$ cat config.mk
export PLATFORM = sky130hd
export DESIGN_NAME = alu_operand_bank
export DESIGN_NICKNAME = d
export VERILOG_FILES = /design/src/rtl/alu_operand_bank.sv
export SDC_FILE = /design/constraint.sdc
export NUM_CORES = 2
export LEC_CHECK = 0
export BUFFER_PORTS_ARGS = -buffer_cell sky130_fd_sc_hd__buf_2
export CAP_MARGIN = 20
export CORE_MARGIN = 5
export CORE_UTILIZATION = 41
export DETAILED_ROUTE_END_ITERATION = 10
export PLACE_DENSITY = 0.54
export REMOVE_ABC_BUFFERS = 1
export SLEW_MARGIN = 15
export SYNTH_ARGS = -nofsm -noshare
export SYNTH_HDL_FRONTEND = slang
export SYNTH_SLANG_ARGS = --single-unit
$ cat constraint.sdc
create_clock -name clk -period 4.6 [get_ports clk]
set_clock_uncertainty 0.05 [all_clocks]
set_input_delay 0.92 -clock clk [delete_from_list [all_inputs] [get_ports clk]]
set_output_delay 0.92 -clock clk [all_outputs]
set_load 0.01 [all_outputs]
$ cat src/rtl/alu_operand_bank.sv
// alu_operand_bank: 32x32 register bank with two registered read ports,
// one write port and a 3-bit flag register. Option: ALU_OPERAND_BANK_BYPASS_EN.
module alu_operand_bank #(
    parameter int DATA_W = 32,
    parameter int ADDR_W = 5
) (
    input  logic              clk,
    input  logic              rst,
    input  logic [ADDR_W-1:0] rs_addr,
    input  logic [ADDR_W-1:0] rt_addr,
    input  logic              rd_en,
    output logic [DATA_W-1:0] rs_data,
    output logic [DATA_W-1:0] rt_data,
    input  logic              wr_en,
    input  logic [ADDR_W-1:0] wr_addr,
    input  logic [DATA_W-1:0] wr_data,
    input  logic              flag_we,
    input  logic              carry_in,
    input  logic              zero_in,
    input  logic              sign_in,
    output logic              carry_flag,
    output logic              zero_flag,
    output logic              sign_flag
);

    localparam int NREG = 2 ** ADDR_W;

    logic [DATA_W-1:0] regs [NREG];
    logic [DATA_W-1:0] rs_next;
    logic [DATA_W-1:0] rt_next;
    logic              wr_live;

    assign wr_live = wr_en && (wr_addr != '0);

    // Storage: entry 0 is never written, so it stays at its reset value of 0.
    always_ff @(posedge clk or negedge rst) begin
        if (!rst) begin
            for (int i = 0; i < NREG; i++) begin
                regs[i] <= '0;
            end
        end else if (wr_live) begin
            regs[wr_addr] <= wr_data;
        end
    end

    // Read data selection: r0 masked to zero, optional write-to-read bypass.
    always_comb begin
        rs_next = '0;
        rt_next = '0;
        if (rs_addr != '0) begin
            rs_next = regs[rs_addr];
        end
        if (rt_addr != '0) begin
            rt_next = regs[rt_addr];
        end
`ifdef ALU_OPERAND_BANK_BYPASS_EN
        if (wr_live && (wr_addr == rs_addr)) begin
            rs_next = wr_data;
        end
        if (wr_live && (wr_addr == rt_addr)) begin
            rt_next = wr_data;
        end
`endif
    end

    // Read output registers: capture on rd_en, otherwise hold.
    always_ff @(posedge clk or negedge rst) begin
        if (!rst) begin
            rs_data <= '0;
            rt_data <= '0;
        end else if (rd_en) begin
            rs_data <= rs_next;
            rt_data <= rt_next;
        end
    end

    // Flag register: loads the ALU flags on flag_we, otherwise holds.
    always_ff @(posedge clk or negedge rst) begin
        if (!rst) begin
            carry_flag <= 1'b0;
            zero_flag  <= 1'b0;
            sign_flag  <= 1'b0;
        end else if (flag_we) begin
            carry_flag <= carry_in;
            zero_flag  <= zero_in;
            sign_flag  <= sign_in;
        end
    end

endmodule

; After elaboration in Yosys (flattened, before gate mapping)
; Index checks and enable logic that the tools add are counted.
[totals]
ff_bits = 1091
in_bits = 55
out_inout_bits = 67
elab_cells = 60
[op_classes]
n_lt_le_gt_ge = 4
muxes = 11
bitwise = 3
reduce_logical = 5
[ops]
columns = op, n
row1 = bitwise mux 1024 bit, 1
row2 = binary-select mux 32 bit (select 5 bit), 2
row3 = two-way mux 32 bit, 7
row4 = demux 32 bit (select 5 bit), 1
row5 = greater-or-equal comparator 6 bit (second input constant), 3
row6 = NOT 5 -> 6 bit, 3
row7 = nonzero test 5 bit, 3
row8 = less-than comparator 6 x 1 -> 1 bit (second input constant), 1
row9 = logical AND 1 bit, 2

; Depth between registers and ports, before layout
[logic_depth]
ltp_word = 6
depth_mapped = 9

; Worst setup path after synthesis
; No wires, ideal clock.
[synth_path]
path_kind = input-to-reg
start = input rs_addr[0]
end = register rs_data[10]
arrival_time_ns = 2.598
required_ns = 4.412
slack_ns = 1.814
cell_stages = 6
n_path_buf = 2
path_cell_list = buf_2 -> buf_2 -> mux4_2 -> mux2_2 -> a2111oi_0 -> a21oi_1
[synth_via]
elab_chain_len = 5
elab_cells_between_ends = 6
cone_classes = mux: 4 / bitwise: 1 / reduce/logical: 1
[synth_lines]
columns = element, line_no
row1 = from (decl), 9  ; input logic [ADDR_W-1:0] rs_addr,
row2 = NOT 5 -> 6 bit (implied by the code), 51  ; rs_next = regs[rs_addr];
row3 = binary-select mux 32 bit (select 5 bit), 51
row4 = two-way mux 32 bit (implied by the code) (2 in a row), 51
row5 = two-way mux 32 bit (*), 50  ; if (rs_addr != '0) begin
row6 = to (signal assigned), 72  ; rs_data <= rs_next;
row7 = to (decl), 12  ; output logic [DATA_W-1:0] rs_data,
; Mark *: on every way between the ends. The rest lies on a longest branch, timed or not. The select of a mux whose other input is x is not followed.
; A chain may end at the register's enable or synchronous reset.

; Worst setup path after layout
[layout_path]
start = input wr_addr[4]
end = register regs[820] (netlist name)
[layout_via]
elab_chain_len = 6
elab_cells_between_ends = 9
cone_classes = order compare: 2 / mux: 3 / bitwise: 1 / reduce/logical: 3
[layout_lines]
columns = element, line_no
row1 = from (decl), 15  ; input logic [ADDR_W-1:0] wr_addr,
row2 = NOT 5 -> 6 bit (implied by the code), 42  ; regs[wr_addr] <= wr_data;
row3 = greater-or-equal comparator 6 bit (implied by the code) / less-than comparator 6 x 1 -> 1 bit (equally long branches), 42
row4 = logical AND 1 bit (implied by the code), 42
row5 = two-way mux 32 bit (implied by the code), 42
row6 = demux 32 bit (select 5 bit), 42
row7 = bitwise mux 1024 bit, 42
row8 = "to (signal, indexed assignment)", 42
row9 = to (decl), 28  ; logic [DATA_W-1:0] regs [NREG];
; Parallel ways exist; a longest one is shown, timed or not.

==> results.toml <==
[sta]
finalSetupViolCount = 0
fin_crit_sh_pct = 62.23
relSlewSlack_pct = 31.18
rsz0062_at_grt = "false"
hold_violations = 0
worstMarginPinSlew_ns = 1.032
period_needed_ns = 2.863
finalMaxSlewViolations = 0
max_clock_freq_mhz = 349.3

[global_route]
grt_overflow = 0
grt_pass1_wl_mm = 270.6
grt_pass1_vias = 37900
grt_max_degree = 101
grt_use_total_pct = 24.96
grt_antenna_before_repair = 7

[power_and_ir_drop]
p_clk_share_pct = 37.7
switching_power_w = 0.007644
ir_drop_mv = 0.2335
p_int_w = 0.02089
p_seq_share_pct = 44.4
swShare_pct = 26.79
p_leak_nw = 28.12
powerDensity_mw_per_mm2 = 446.1
p_comb_share_pct = 17.8

[synth]
ys.flop_type = "dfrtp_1"
syn_area_per_cell_um2 = 14.15
ys_ff_latch = 1091
yosysUniqueCellTypes = 39
syn-cell-area_mm2 = 0.05678
ys_top_cells_by_area = "dfrtp_1, mux2_2, mux4_2, mux2i_1, clkbuf_1"
ys_seq_area_share_pct = 48.08
synth_edf_count = 0
synth_top_area_share_pct = 48.08
ys_warn_count = 0
synth_top_area_cell = "dfrtp_1"
async_flop_share_pct = 100.0
synth_cells = 4014

[worst_setup_path]
cp_data_arrival_time_ns = 3.45
end_kind = "flip-flop"
worst-setup-path-type = "input port to flip-flop"
startpoint_type = "input port"
worst-path-max-fanout = 19
required_ns = 5.19

[detailed_routing]
first_pass_iters = 5
drt-initial-drc-count = 2717
via_per_inst = 6.225
drt_wl_total_mm = 182.6
routedWlPerCell_um = 31.13
ant_nets = 0
drc = 0
num_vias = 36510

[finish]
final_common_cell = "dfrtp_1"
nets = 4027
utilization_pct = 46.53
fin_area_mm2 = 0.06397
drive_gt1_share_pct = 46.58
area_delta_synth_final_pct = 12.66
fin_cells = 5865
mostFrequentLayoutCells = "dfrtp_1, mux2_2, mux2i_1"

[clock_network]
cts_buffer_depth = 3
clk_latency_ns = 0.77
cts_tree = "done"
htreeDepth = 4
path_clk_slew_ns = 0.06
cts_made_buffers = 133
postCtsSetupBuffers = 0
cts_repair_resize_count = 0
cts_hold_buf = 0
cts_root_buf = "clkbuf_16"
cts.sinks = 1091

[floorplan]
row_count = 136
coreArea_mm2 = 0.1375
chipHeight_um = 382.1
start_util_pct = 41.30
die_w_um = 382.1
die_area_mm2 = 0.1460
ios = 122

[hold_path]
hold_path.class = "input port to async pin"

[run_status]
outcome = "completed"

[placement]
io_buffers = 121
place_inst = 5631
hpwlAfterDp_mm = 107.6
gp_congestion = 0.7736
dpl_cell_area_mm2 = 0.05952

[flow_run]
cap_violations = 0
## stage by stage
stage               setup slack [ns]  TNS [ns]  power (W)  hold slack [ns]
floorplan                    -0.1694    -5.419    0.01595           0.3225
global placement               1.095         0    0.01775           0.3337
detailed placement            0.9878         0    0.01790           0.3386
CTS                            1.797         0    0.02877          0.06568
global route                   1.702         0    0.02982          0.09296
finish                         1.737         0    0.02854          0.09015
## kinds of logic (layout without fill, tap and decap cells)
family,count (synthesis),after routing,share of synthesized area [%]
mux,1761,1761,40.52
simple gates,335,335,3.193
flops,1091,1091,48.08
other cells,0,3,0
buf+inv,445,499,3.426
compound gates,382,382,4.784
## metal layers
layer,GRT usage [%],wire (µm)
met3,4.725,10710
met2,39.21,84740
met1,35.83,82740
met4,6.453,4371
met5,0,27
## cell type report
| class | count | area, µm² |
|---|---|---|
| Antenna cell | 3 | 7.507 |
| Sequential cell | 1091 | 27300 |
| Timing Repair Buffer | 266 | 2195 |
| Clock buffer | 195 | 3938 |
| Inverter | 2 | 7.507 |
| Tap cell | 1794 | 2245 |
| Fill cell | 12180 | 73520 |
| Clock inverter | 36 | 511.7 |
| Multi-Input combinational cell | 2478 | 27770 |
## cells in the mapped netlist, types with 20 or more instances
cell / n
a22o_1: 60
mux4_2: 324
dfrtp_1: 1091
nor2_1: 139
mux2i_1: 378
mux2_2: 1058
buf_2: 88
or4_1: 64
o211ai_1: 62
clkbuf_1: 274
buf_4: 20
a2111oi_0: 65
nand2b_1: 69
a21oi_1: 62
buf_1: 49
o22ai_1: 124
## power by group through the flow
| stage | clock network, W | logic, W | registers [W] |
|---|---|---|---|
| after detailed placement | 0 | 0.00512 | 0.0128 |
| final | 0.0108 | 0.00509 | 0.0127 |
| after global routing | 0.0114 | 0.00554 | 0.0129 |
| after floorplan | 0 | 0.00355 | 0.0124 |
| after global placement | 0 | 0.00503 | 0.0127 |
| after CTS | 0.0110 | 0.00513 | 0.0126 |
## worst max-delay path: stages
cell,delay (ns)
buf_2,0.17
nand2b_1,0.34
nor3b_1,0.59
nand2_2,0.64
buf_4,0.46
mux2_2,0.30
## sequential cells by signal, indices dropped and copies added (netlist names)
signal      cells
carry_flag      1
rs_data        32
sign_flag       1
rt_data        32
regs         1024
zero_flag       1
## final timing paths
kind / from / to / slack (ns) / depth (start not counted)
worst max-delay path: wr_addr[4] / regs[820] / 1.74 / 6
worst min-delay path: rst / zero_flag / 0.09 / 1
worst max register to register: regs[803] / rt_data[3] / 2.63 / 4
worst min register to register: regs[1004] / regs[1004] / 0.35 / 0
max in group asynchronous: rst / regs[666] / 3.18 / 3
min in group clk: sign_in / sign_flag / 0.34 / 2
Note: power is estimated with default switching activity, not from simulation.
